`src/rtl/adpll_cfg_master.sv`:
```
// adpll_cfg_master: autonomous ADPLL bring-up master (soft reset, FCW/mode, enable, lock poll).
// Define ADPLL_CFG_SAT_CHECK_EN to add a post-lock SAT read and the err_sat output.
`ifndef FCWW
`define FCWW 28
`endif
`ifndef ADPLL_ADDR_W
`define ADPLL_ADDR_W 8
`endif
`ifndef ADPLL_SOFT_RST
`define ADPLL_SOFT_RST 'h00
`endif
`ifndef FCW
`define FCW 'h04
`endif
`ifndef ADPLL_MODE
`define ADPLL_MODE 'h08
`endif
`ifndef ADPLL_EN
`define ADPLL_EN 'h0C
`endif
`ifndef ADPLL_LOCK
`define ADPLL_LOCK 'h10
`endif
`ifndef ADPLL_SAT
`define ADPLL_SAT 'h14
`endif

module adpll_cfg_master #(
    parameter int POLL_GAP  = 16,
    parameter int MAX_POLLS = 64,
    parameter int SRST_WAIT = 2
) (
    input  logic                     clk,
    input  logic                     rst,
    input  logic                     start,
    input  logic [`FCWW-1:0]         fcw_in,
    input  logic [1:0]               mode_in,
    output logic                     busy,
    output logic                     done,
    output logic                     locked,
    output logic                     err_timeout,
`ifdef ADPLL_CFG_SAT_CHECK_EN
    output logic                     err_sat,
`endif
    output logic                     valid,
    output logic [`ADPLL_ADDR_W-1:0] address,
    output logic [31:0]              wdata,
    output logic                     wstrb,
    input  logic [31:0]              rdata,
    input  logic                     ready
);
    localparam int AW = `ADPLL_ADDR_W;
    localparam int PW = $clog2(MAX_POLLS + 1);
    localparam int CW = $clog2(POLL_GAP + SRST_WAIT + 1);
    localparam logic [PW-1:0] MAXP = PW'(MAX_POLLS);

    typedef enum logic [3:0] {
        IDLE, WR_SRST, WR_FCW, WR_MODE, WR_EN, RD_LOCK, POLL_WAIT, WR_DIS,
`ifdef ADPLL_CFG_SAT_CHECK_EN
        RD_SAT,
`endif
        GAP, FIN
    } state_t;

    state_t state, state_n, ret, ret_n;
    logic [CW-1:0] cnt, cnt_n;
    logic [PW-1:0] polls, polls_n, polls_inc;
    logic [`FCWW-1:0] fcw;
    logic [1:0] mode;
    logic locked_n, err_timeout_n, wr, rd;
    logic [AW-1:0] address_n;
    logic [31:0] wdata_n;
    logic unused_rdata;
`ifdef ADPLL_CFG_SAT_CHECK_EN
    logic err_sat_n;
`endif

    assign unused_rdata = ^rdata[31:1];
    assign wr = state inside {WR_SRST, WR_FCW, WR_MODE, WR_EN, WR_DIS};
`ifdef ADPLL_CFG_SAT_CHECK_EN
    assign rd = state inside {RD_LOCK, RD_SAT};
`else
    assign rd = state == RD_LOCK;
`endif
    assign valid = wr || rd;
    assign wstrb = wr;
    assign busy  = state != IDLE && state != FIN;
    assign done  = state == FIN;
    assign polls_inc = (polls == MAXP) ? polls : polls + PW'(1);

    // Each access ends in GAP (ready still high from the registered valid); ret picks what follows.
    always_comb begin
        state_n       = state;
        ret_n         = ret;
        cnt_n         = cnt;
        polls_n       = polls;
        locked_n      = locked;
        err_timeout_n = err_timeout;
`ifdef ADPLL_CFG_SAT_CHECK_EN
        err_sat_n     = err_sat;
`endif
        case (state)
            IDLE: if (start) begin
                state_n       = WR_SRST;
                locked_n      = 1'b0;
                err_timeout_n = 1'b0;
                polls_n       = '0;
`ifdef ADPLL_CFG_SAT_CHECK_EN
                err_sat_n     = 1'b0;
`endif
            end
            WR_SRST: if (ready) {state_n, ret_n, cnt_n} = {GAP, WR_FCW, CW'(SRST_WAIT)};
            WR_FCW:  if (ready) {state_n, ret_n, cnt_n} = {GAP, WR_MODE, CW'(0)};
            WR_MODE: if (ready) {state_n, ret_n, cnt_n} = {GAP, WR_EN, CW'(0)};
            WR_EN:   if (ready) {state_n, ret_n, cnt_n} = {GAP, RD_LOCK, CW'(0)};
            WR_DIS:  if (ready) {state_n, ret_n, cnt_n} = {GAP, FIN, CW'(0)};
            RD_LOCK: if (ready) begin
                polls_n = polls_inc;
                state_n = GAP;
                cnt_n   = '0;
                if (rdata[0]) begin
                    locked_n = 1'b1;
`ifdef ADPLL_CFG_SAT_CHECK_EN
                    ret_n    = RD_SAT;
`else
                    ret_n    = FIN;
`endif
                end else if (polls_inc == MAXP) begin
                    err_timeout_n = 1'b1;
                    ret_n         = WR_DIS;
                end else begin
                    // POLL_WAIT doubles as the bus gap, so the idle span is exactly POLL_GAP
                    state_n = POLL_WAIT;
                    cnt_n   = CW'(POLL_GAP - 1);
                end
            end
`ifdef ADPLL_CFG_SAT_CHECK_EN
            RD_SAT: if (ready) begin
                {state_n, cnt_n} = {GAP, CW'(0)};
                err_sat_n        = rdata[0] ? 1'b1 : err_sat;
                ret_n            = rdata[0] ? WR_DIS : FIN;
            end
`endif
            POLL_WAIT: if (cnt == '0) state_n = RD_LOCK; else cnt_n = cnt - CW'(1);
            GAP:       if (cnt == '0) state_n = ret; else cnt_n = cnt - CW'(1);
            FIN:       state_n = IDLE;
            default:   state_n = IDLE;
        endcase
    end

    always_comb begin
        address_n = address;
        wdata_n   = wdata;
        case (state_n)
            WR_SRST: {address_n, wdata_n} = {AW'(`ADPLL_SOFT_RST), 32'd1};
            WR_FCW:  {address_n, wdata_n} = {AW'(`FCW), 32'(fcw)};
            WR_MODE: {address_n, wdata_n} = {AW'(`ADPLL_MODE), {30'b0, mode}};
            WR_EN:   {address_n, wdata_n} = {AW'(`ADPLL_EN), 32'd1};
            WR_DIS:  {address_n, wdata_n} = {AW'(`ADPLL_EN), 32'd0};
            RD_LOCK: address_n = AW'(`ADPLL_LOCK);
`ifdef ADPLL_CFG_SAT_CHECK_EN
            RD_SAT:  address_n = AW'(`ADPLL_SAT);
`endif
            default: ;
        endcase
    end

    always_ff @(posedge clk or posedge rst) begin
        if (rst) begin
            state       <= IDLE;
            ret         <= IDLE;
            cnt         <= '0;
            polls       <= '0;
            locked      <= 1'b0;
            err_timeout <= 1'b0;
            address     <= '0;
            wdata       <= '0;
            fcw         <= '0;
            mode        <= '0;
`ifdef ADPLL_CFG_SAT_CHECK_EN
            err_sat     <= 1'b0;
`endif
        end else begin
            state       <= state_n;
            ret         <= ret_n;
            cnt         <= cnt_n;
            polls       <= polls_n;
            locked      <= locked_n;
            err_timeout <= err_timeout_n;
            address     <= address_n;
            wdata       <= wdata_n;
`ifdef ADPLL_CFG_SAT_CHECK_EN
            err_sat     <= err_sat_n;
`endif
            if (state == IDLE && start) begin
                fcw  <= fcw_in;
                mode <= mode_in;
            end
        end
    end
endmodule

```
`config.mk`:
```
export PLATFORM = sky130hd
export DESIGN_NAME = adpll_cfg_master
export DESIGN_NICKNAME = d
export VERILOG_FILES = /design/src/rtl/adpll_cfg_master.sv
export SDC_FILE = /design/constraint.sdc
export NUM_CORES = 1
export LEC_CHECK = 0
export BUFFER_PORTS_ARGS = -buffer_cell sky130_fd_sc_hd__buf_2
export CORE_MARGIN = 4
export CORE_UTILIZATION = 56
export CTS_CLUSTER_DIAMETER = 30
export DETAILED_ROUTE_END_ITERATION = 7
export PLACE_DENSITY = 0.85
export SYNTH_ARGS = -nofsm -noshare
export SYNTH_HDL_FRONTEND = slang
export SYNTH_SLANG_ARGS = --single-unit
```
`constraint.sdc`:
```
create_clock -name clk -period 6.7 [get_ports clk]
set_input_delay 1.34 -clock clk [delete_from_list [all_inputs] [get_ports clk]]
set_output_delay 1.34 -clock clk [all_outputs]
set_load 0.005 [all_outputs]
```
==> results by group, run 1 <==
Drt
  • Overall routed net length: about 8.6 mm
  • 1st-iter DRT viols: 208
  • Vias per cell: 5.74
  • Drt pass-1 iters: 5
  • Vias: 2980
  • Post-route ant nets: 0
  • Drt wl/cell: between 15 and 20 µm
  • # DRC: 0

Layout
  • Final Util: 0.668
  • Fillers: 538
  • Area Overhead vs Synth: 14.9%
  • Ant. Diodes: 0
  • Layout cells sized above 1: 0.343
  • Final net count: 487
  • Sequential cell area: around 2100 µm²
  • Area taken by multi-input logic gates: 1700 µm²

Floorplanning
  • FP Rows: 30
  • Io pins: ~110
  • Core footprint: 6830 µm²
  • Initial Utilization: 0.582
  • DIE AREA: 8510 µm²
  • Die width: 92.2 µm
  • Die height: 92.2 µm

STA
  • Setup TNS: 0 ns
  • Final Hold Vio Count: 0
  • Slew @ Worst Pin: 1.05 ns
  • Setup violators final: 0
  • Final period util: 0.518
  • Minimum clock period: 3.47 ns
  • Fmax: 288 MHz
  • Slew Limit Headroom: 0.296
  • RSZ-0062 raised after global routing: no
  • Slew Limit Fails: 0
  • Clock skew: 0.00722 ns

Min path
  • Hold_sp: wdata[13]$_DFFE_PP0P_
  • Class of the worst hold path: reg2reg
  • WHS Path Cells: 1
  • Hold Crit Endpoint: wdata[13]$_DFFE_PP0P_

Clock tree
  • CTS tree: built
  • Clk_lat worst skew: 0.34 ns
  • Gates resized, CTS repair: 0
  • Clock sink count: 83
  • Clock-pin slew on the worst setup and hold paths: 0.08 ns
  • Clk root buf: clkbuf_8
  • # hold bufs at CTS: 0
  • H-tree depth: 3
  • Num CTS Buffers: 9
  • Post-CTS setup buffers: 0
  • CTS Buffer Depth: 2

Logic synthesis
  • Yosys warning count: 0
  • Cell count after synthesis: 350
  • #FFs+latches synth: a little over 80
  • Commonest register cell after synthesis: dfrtp_1
  • Mapped cell area: 3970 µm²
  • Post-synth EDFFs: 0
  • Avg Cell Area, Syn: 11.4 µm²
  • FFs w/ async S/R, synth: 1.00
  • Sequential cell area fraction in the yosys report: 0.523
  • Netlist cell types: 64

Placement
  • Port bufs: slightly above 70
  • Post-DP HPWL: 5.80 mm
  • Final RePlAce weighted congestion: 0.887

Global route
  • Total grt overflow: 0
  • Initial antenna violation count: 0
  • First-pass GRT wire length: 14.4 mm
  • Overall routing resource usage: 0.212
  • Vias in the first global route: between 2k and 3k
  • Largest net degree at the start of global routing: 84

Pwr
  • VDD IR max: 252 µV
  • Power density cells: 407 nW/µm²
  • Leak Pwr: ~0.0022 µW

Critical path
  • CP startpoint kind: input port
  • FF-to-FF path depth: 7
  • Crit path arrival time: ~3.8 ns
  • Critical path class: in2reg
  • Worst setup path start: ready
  • Reg-to-reg startpoint: state[1]$_DFF_PP0_
  • R2R Setup Slk: 3.42 ns
  • Crit path max fanout: 17
  • Req. time, crit path: 6.98 ns
  • CP endpoint kind: register
  • FF-to-FF End: wdata[23]$_DFFE_PP0P_

Job
  • Max-capacitance violation count: 0

Outcome
  • Status: finished clean
==> layer usage <==
metal / wire length [µm] / share of wire / global-route usage / vias up
met1: 3560 / 0.42 / 0.276 / 1449
li1: - / - / - / 1386
met5: 0 / 0 / 0 / -
met3: 766 / 0.090 / 0.0714 / 12
met4: 81 / 0.0095 / 0.0606 / 0
met2: 4150 / 0.48 / 0.340 / 133
==> flip-flops by register name, indices dropped and copies added (netlist names), 2 cells and up <==
| signal | flops |
|---|---|
| mode | 2 |
| state | 4 |
| address | 3 |
| polls | 7 |
| ret | 4 |
| fcw | 28 |
| cnt | 5 |
| wdata | 28 |
==> power breakdown <==
part,switching (µW),total [µW],internal [µW]
combinational,332,650,318
clock,175,405,230
sequential,124,803,679
total,631,1860,1230
==> cell families after synthesis <==
family / synth area share
compound gates: 0.193
flops: 0.523
simple gates: 0.111
buf+inv: 0.0580
mux: 0.0876
xor+xnor: 0.0176
fa+ha+maj: 0.00945
other cells: 0.000944
==> stage by stage <==
step / cells / setup slack [ns] / power [µW] / hold WS, ns / instance area [µm²]
floorplan: 358 / 3.22 / 1260 / 0.469 / 4000
finish: 519 / 3.23 / 1860 / 0.501 / 4560
CTS: 519 / 3.25 / 1870 / 0.503 / 4560
global placement: 503 / 2.95 / 1420 / 0.458 / 4340
detailed placement: 503 / 2.90 / 1460 / 0.475 / 4340
global route: 519 / 3.10 / 1980 / 0.521 / 4560
==> critical path, stage by stage <==
cell      delay [ns]
buf_2           0.17
nand2_1         0.07
a32o_1          0.28
a22oi_2         0.47
nand2_1         0.25
o221ai_2        0.64
buf_4           0.35
a22o_2          0.17
==> area by class of cell <==
class                      count  share of cell area
sequential                    83               0.455
multi-input combinational    234               0.372
timing repair buffer          74              0.0828
clock buffer                  12              0.0340
tap                           96              0.0263
clock inverter                 4              0.0159
inverter                      16              0.0140
==> layout by cell type, fill, tap and decap left out, drive strengths merged, types with 2 or more instances in the layout <==
cell / count
a22o: 28
clkbuf: 12
and2: 4
a21o: 3
nand2b: 2
nor3b: 3
nor2b: 4
o221ai: 2
or3: 2
inv: 15
xnor2: 3
ha: 3
nor3: 6
o41ai: 3
nor2: 22
dfrtp: 83
xor2: 5
nand2: 24
a22oi: 4
a31oi: 2
mux2: 30
o31ai: 3
nand3: 5
or4b: 2
clkinv: 2
bufinv: 2
conb: 9
o21ai: 33
nor4b: 3
buf: 74
a21oi: 6
==> synth_stat cells (all sizes together) (5+ instances only) <==
cell / instances / area share
nor3: 6 / 0.010
dfrtp: 83 / 0.52
nand3: 5 / 0.0076
a22o: 28 / 0.064
inv: 16 / 0.016
nand2: 24 / 0.023
mux2: 30 / 0.085
xor2: 5 / 0.011
o21ai: 33 / 0.042
buf: 20 / 0.035
a21oi: 6 / 0.0076
clkbuf: 5 / 0.0072
nor2: 22 / 0.021
==> worst max-delay path by stage <==
stage | end | slack [ns] | depth (start not counted)
after floorplan | address[2]$_DFFE_PP0P_ | 3.22 | 1
after global placement | wdata[20]$_DFFE_PP0P_ | 2.95 | 7
after detailed placement | wdata[22]$_DFFE_PP0P_ | 2.90 | 7
after CTS | wdata[8]$_DFFE_PP0P_ | 3.25 | 7
after global routing | wdata[23]$_DFFE_PP0P_ | 3.10 | 7
final | wdata[23]$_DFFE_PP0P_ | 3.23 | 8
Power figures use the tool's default switching activity.
==> inputs of run 2 (changes only) <==
--- a/config.mk
+++ b/config.mk
@@ -7,10 +7,10 @@
 export LEC_CHECK = 0
 export BUFFER_PORTS_ARGS = -buffer_cell sky130_fd_sc_hd__buf_2
 export CORE_MARGIN = 4
-export CORE_UTILIZATION = 56
+export CORE_UTILIZATION = 52
 export CTS_CLUSTER_DIAMETER = 30
 export DETAILED_ROUTE_END_ITERATION = 7
-export PLACE_DENSITY = 0.85
+export PLACE_DENSITY = 0.8
 export SYNTH_ARGS = -nofsm -noshare
 export SYNTH_HDL_FRONTEND = slang
 export SYNTH_SLANG_ARGS = --single-unit
==> constraint.sdc (replaced) <==
create_clock -name clk -period 3.5 [get_ports clk]
set_input_delay 0.7 -clock clk [delete_from_list [all_inputs] [get_ports clk]]
set_output_delay 0.7 -clock clk [all_outputs]
set_load 0.005 [all_outputs]
==> results by group, run 2 (synthesized netlist as in run 1, its figures left out) <==
Outcome
  • Status: finished clean

Layout
  • Commonest cells after routing, fill and taps aside: 83 x dfrtp_1, 71 x buf_2, 33 x o21ai_0, 30 x mux2_2, 24 x nand2_1
  • Regs by FF count: fcw (28), wdata (28), polls (7)
  • Final net count: between 400 and 500
  • Area Overhead vs Synth: 16.3%
  • Fillers: 594
  • Ant. Diodes: 0
  • Layout cells sized above 1: 0.350
  • Final Util: 0.630
  • Most common cell after layout, fill and taps aside: dfrtp_1

Critical path
  • CP delay by family, top: simple AND/OR/NAND/NOR gates
  • CP endpoint kind: register
  • CP startpoint kind: register
  • Buf+Inv Stages, Crit Path: 3
  • Crit path max fanout: 20
  • Largest stage delay, worst path: around 0.65 ns
  • Crit path arrival time: approximately 3.2 ns
  • FF-to-FF End: wdata[5]$_DFFE_PP0P_
  • Reg-to-reg startpoint: cnt[0]$_DFFE_PP0P_
  • Critical-path cell list: inv_1 > ha_1 > or4b_2 > o21ai_0 > o21a_1 > o41a_4 > inv_4 > nor3_4 > buf_4 > a22o_1
  • Req. time, crit path: 3.78 ns
  • Critical Path Slowest Stage Cell: or4b_2
  • Critical path class: reg2reg
  • FF-to-FF path depth: 10
  • R2R Setup Slk: 0.57 ns

Placement
  • Port bufs: 71
  • Final RePlAce weighted congestion: 0.882
  • Post-DP HPWL: 6.12 mm

STA
  • Clock skew: 0.0128 ns
  • Slew @ Worst Pin: 0.712 ns
  • Final Hold Vio Count: 0
  • Fmax: ~340 MHz
  • Setup violators final: 0
  • Slew Limit Headroom: 0.523
  • Minimum clock period: 2.93 ns
  • Setup TNS: 0 ns
  • Final period util: 0.836
  • RSZ-0062 raised after global routing: no
  • Slew Limit Fails: 0

Drt
  • Post-route ant nets: 0
  • Drt pass-1 iters: 4
  • # DRC: 0
  • Vias: 3010
  • 1st-iter DRT viols: 106
  • Vias per cell: 5.71
  • Overall routed net length: 8.50 mm
  • Drt wl/cell: approximately 16 µm

Floorplanning
  • Die width: 95.4 µm
  • Die height: 95.4 µm
  • Initial Utilization: 0.542
  • Core footprint: 7330 µm²
  • Io pins: approximately 110
  • DIE AREA: 9100 µm²
  • FP Rows: 31

Clock tree
  • H-tree depth: 3
  • Clock-pin slew on the worst setup and hold paths: 0.09 ns
  • Clock sink count: 83
  • Clk root buf: clkbuf_8
  • CTS Buffer Depth: 2
  • # hold bufs at CTS: 0
  • CTS tree: built
  • Num CTS Buffers: 9
  • Clk_lat worst skew: 0.36 ns
  • Post-CTS setup buffers: 0
  • Gates resized, CTS repair: 0

Global route
  • Vias in the first global route: between 3k and 4k
  • Overall routing resource usage: 0.198
  • Largest net degree at the start of global routing: 35
  • Initial antenna violation count: 0
  • Total grt overflow: 0
  • First-pass GRT wire length: 14.0 mm

Pwr
  • Leak Pwr: between 0.002 and 0.0025 µW
  • VDD IR max: between 500 and 600 µV
  • Power density cells: 774 nW/µm²

Job
  • Max-capacitance violation count: 0

Min path
  • Class of the worst hold path: in2async
## run 2: metrics by stage
stage                     instance area [µm²]  setup WS (ns)  cells  total power [µW]  hold WS, ns
after floorplan                          4000          0.663    358              2410        0.469
after CTS                                4620          0.543    527              3610        0.370
after global placement                   4400          0.639    511              2770        0.459
after detailed placement                 4400          0.553    511              2840        0.464
after global routing                     4620          0.373    527              3840        0.385
final                                    4620          0.573    527              3570        0.362
## run 2: worst max path at each step
stage	depth (start not counted)	startpoint	end
6_report	10	cnt[0]$_DFFE_PP0P_	wdata[5]$_DFFE_PP0P_
5_1_grt	10	cnt[0]$_DFFE_PP0P_	wdata[5]$_DFFE_PP0P_
4_1_cts	10	cnt[0]$_DFFE_PP0P_	wdata[5]$_DFFE_PP0P_
3_5_place_dp	8	ready	wdata[5]$_DFFE_PP0P_
3_3_place_gp	8	ready	wdata[4]$_DFFE_PP0P_
2_1_floorplan	1	rst	address[2]$_DFFE_PP0P_
## run 2: worst register-to-register path: stages (launching register included)
cell and delay [ns]:
dfrtp_1 0.39, inv_1 0.10, ha_1 0.21, or4b_2 0.65
o21ai_0 0.21, o21a_1 0.17, o41a_4 0.19, inv_4 0.05
nor3_4 0.37, buf_4 0.33, a22o_1 0.20
## run 2: per-layer routing
| metal | vias to the layer above | track usage | routed length, µm |
|---|---|---|---|
| met1 | 1513 | 0.252 | 3660 |
| li1 | 1401 | - | - |
| met5 | - | 0 | 0 |
| met2 | 87 | 0.324 | 4150 |
| met4 | 0 | 0.0474 | 82 |
| met3 | 9 | 0.0695 | 607 |
## run 2: layout make-up
cell class,instances,area (µm²),area share
clock buffer,10,128,0.0276
clock inverter,6,96.3,0.0209
inverter,16,63.8,0.0138
multi-input combinational,234,1700,0.369
sequential,83,2080,0.450
tap,99,124,0.0268
timing repair buffer,79,428,0.0926
## run 2: power breakdown
part           internal [µW]  total, µW  switching [µW]
clock                    411        767             356
sequential              1300       1540             237
combinational            640       1270             631
==> inputs of run 3 (changes only) <==
==> constraint.sdc (replaced) <==
create_clock -name clk -period 2.9 [get_ports clk]
set_input_delay 0.58 -clock clk [delete_from_list [all_inputs] [get_ports clk]]
set_output_delay 0.58 -clock clk [all_outputs]
set_load 0.005 [all_outputs]
==> results by group, run 3 (synthesized netlist as in run 1, its figures left out) <==
Critical path
  • Buf+Inv Stages, Crit Path: 3
  • CP endpoint kind: register
  • Critical path class: reg2reg
  • Largest stage delay, worst path: around 0.66 ns
  • Critical Path Slowest Stage Cell: or4b_2
  • Crit path max fanout: 20
  • CP delay by family, top: simple AND/OR/NAND/NOR gates
  • Critical-path cell list: inv_1 > ha_1 > or4b_2 > o21ai_0 > o21a_1 > o41a_4 > inv_4 > nor3_4 > buf_6 > a22o_2
  • CP startpoint kind: register
  • Crit path arrival time: 2.93 ns
  • Req. time, crit path: 3.18 ns

STA
  • Fmax: between 300 and 400 MHz
  • Final WS setup: 0.245 ns
  • Slew Limit Fails: 0
  • Slew Limit Headroom: 0.564
  • Slew @ Worst Pin: 0.653 ns
  • Setup violators final: 0
  • Final Hold Vio Count: 0
  • Final period util: 0.916
  • RSZ-0062 raised after global routing: no
  • Setup TNS: 0 ns
  • Minimum clock period: about 2.7 ns
  • Clock skew: 0.0102 ns

Global route
  • Top Usage Layer GRT: met2
  • Initial antenna violation count: 0
  • Largest net degree at the start of global routing: between 40 and 50
  • First-pass GRT wire length: about 14 mm
  • Met3 Track Usage GR: 0.0560
  • M1 GR Usage: 0.253
  • Overall routing resource usage: 0.200
  • M2 GR Usage: 0.323
  • Total grt overflow: 0
  • Vias in the first global route: 3028

Clock tree
  • CTS tree: built
  • Clock-pin slew on the worst setup and hold paths: 0.08 ns
  • H-tree depth: 3
  • Num CTS Buffers: 9
  • Clk_lat worst skew: 0.34 ns
  • Clock sink count: 83
  • CTS Buffer Depth: 2
  • # hold bufs at CTS: 0
  • Clk root buf: clkbuf_8

Drt
  • Vias: about 3k
  • 1st-iter DRT viols: 139
  • Drt wl/cell: 15.8 µm
  • Drt pass-1 iters: 4
  • Post-route ant nets: 0
  • Vias per cell: 5.57
  • Overall routed net length: roughly 8.4 mm
  • # DRC: 0

Layout
  • Regs by FF count: fcw (28), wdata (28), polls (7)
  • Area taken by multi-input logic gates: roughly 1700 µm²
  • Commonest cells after routing, fill and taps aside: 83 x dfrtp_1, 71 x buf_2, 33 x o21ai_0, 30 x mux2_2, 24 x nand2_1
  • Most common cell after layout, fill and taps aside: dfrtp_1
  • Final Util: 0.636
  • Ant. Diodes: 0
  • Fillers: a little under 600
  • Layout cells sized above 1: 0.363
  • Final net count: 500
  • Area Overhead vs Synth: 17.4%
  • Sequential cell area: 2080 µm²

Pwr
  • VDD IR max: 618 µV
  • Power density cells: 903 nW/µm²
  • Leak Pwr: 0.00222 µW

Placement
  • Post-DP HPWL: 6.10 mm
  • Place WS: ~0.22 ns
  • Final RePlAce weighted congestion: between 0.8 and 0.9
  • Port bufs: 71

Floorplanning
  • DIE AREA: between 9000 and 10000 µm²
  • Die width: 95.4 µm
  • Initial Utilization: 0.542
  • FP Rows: 31
  • Die height: approximately 95 µm
  • Core footprint: 7330 µm²
  • Io pins: 112

Min path
  • Class of the worst hold path: in2async

Outcome
  • Status: finished clean

Job
  • Max-capacitance violation count: 0
## run 3: final cells by class
type                            count  share of cell area
Inverter                           16              0.0137
Timing Repair Buffer               87               0.111
Tap cell                           99              0.0266
Multi-Input combinational cell    234               0.368
Sequential cell                    83               0.445
Clock inverter                      5             0.00644
Clock buffer                       10              0.0295
## run 3: through the flow
step           cell area (µm²)  power [µW]  hold slack, ns  cells
2_1_floorplan             4000        2900           0.469    358
3_3_place_gp              4470        3420           0.458    517
3_5_place_dp              4470        3490           0.480    517
4_1_cts                   4630        4220           0.308    532
5_1_grt                   4660        4520           0.337    534
6_report                  4660        4210           0.300    534
## run 3: worst paths after layout
| path | startpoint | endpoint | slack, ns | cells past startpoint |
|---|---|---|---|---|
| worst min-delay path | rst | polls[2]$_DFFE_PP0P_ | 0.30 | 2 |
| worst max register to register | cnt[0]$_DFFE_PP0P_ | wdata[22]$_DFFE_PP0P_ | 0.24 | 10 |
| min in group clk | fcw_in[1] | fcw[1]$_DFFE_PP0P_ | 0.46 | 3 |
| worst max-delay path | cnt[0]$_DFFE_PP0P_ | wdata[22]$_DFFE_PP0P_ | 0.24 | 10 |
| max in group asynchronous | rst | mode[1]$_DFFE_PP0P_ | 1.95 | 3 |
| worst min register to register | locked$_DFFE_PP0P_ | locked$_DFFE_PP0P_ | 0.49 | 2 |
## run 3: repair_timing
action / 4_1_cts / 5_1_grt
setup buffers: 0 / 2
setup endpoints to repair: 0 / 25
resized for setup: 0 / 2
## run 3: power breakdown
part | internal (µW) | switching, µW
Sequential | 1570 | 243
Clock | 325 | 393
Combinational | 848 | 830
## run 3: worst reg2reg max path, cell delays in order (launching register included)
cell and delay [ns]:
dfrtp_1 0.39, inv_1 0.09, ha_1 0.22, or4b_2 0.66
o21ai_0 0.22, o21a_1 0.17, o41a_4 0.20, inv_4 0.05
nor3_4 0.20, buf_6 0.22, a22o_2 0.18
## run 3: metal layers
layer | vias up | share of wire
met2 | 89 | 0.50
met1 | 1458 | 0.42
met3 | 10 | 0.070
met5 | - | 0
met4 | 0 | 0.013
li1 | 1416 | -
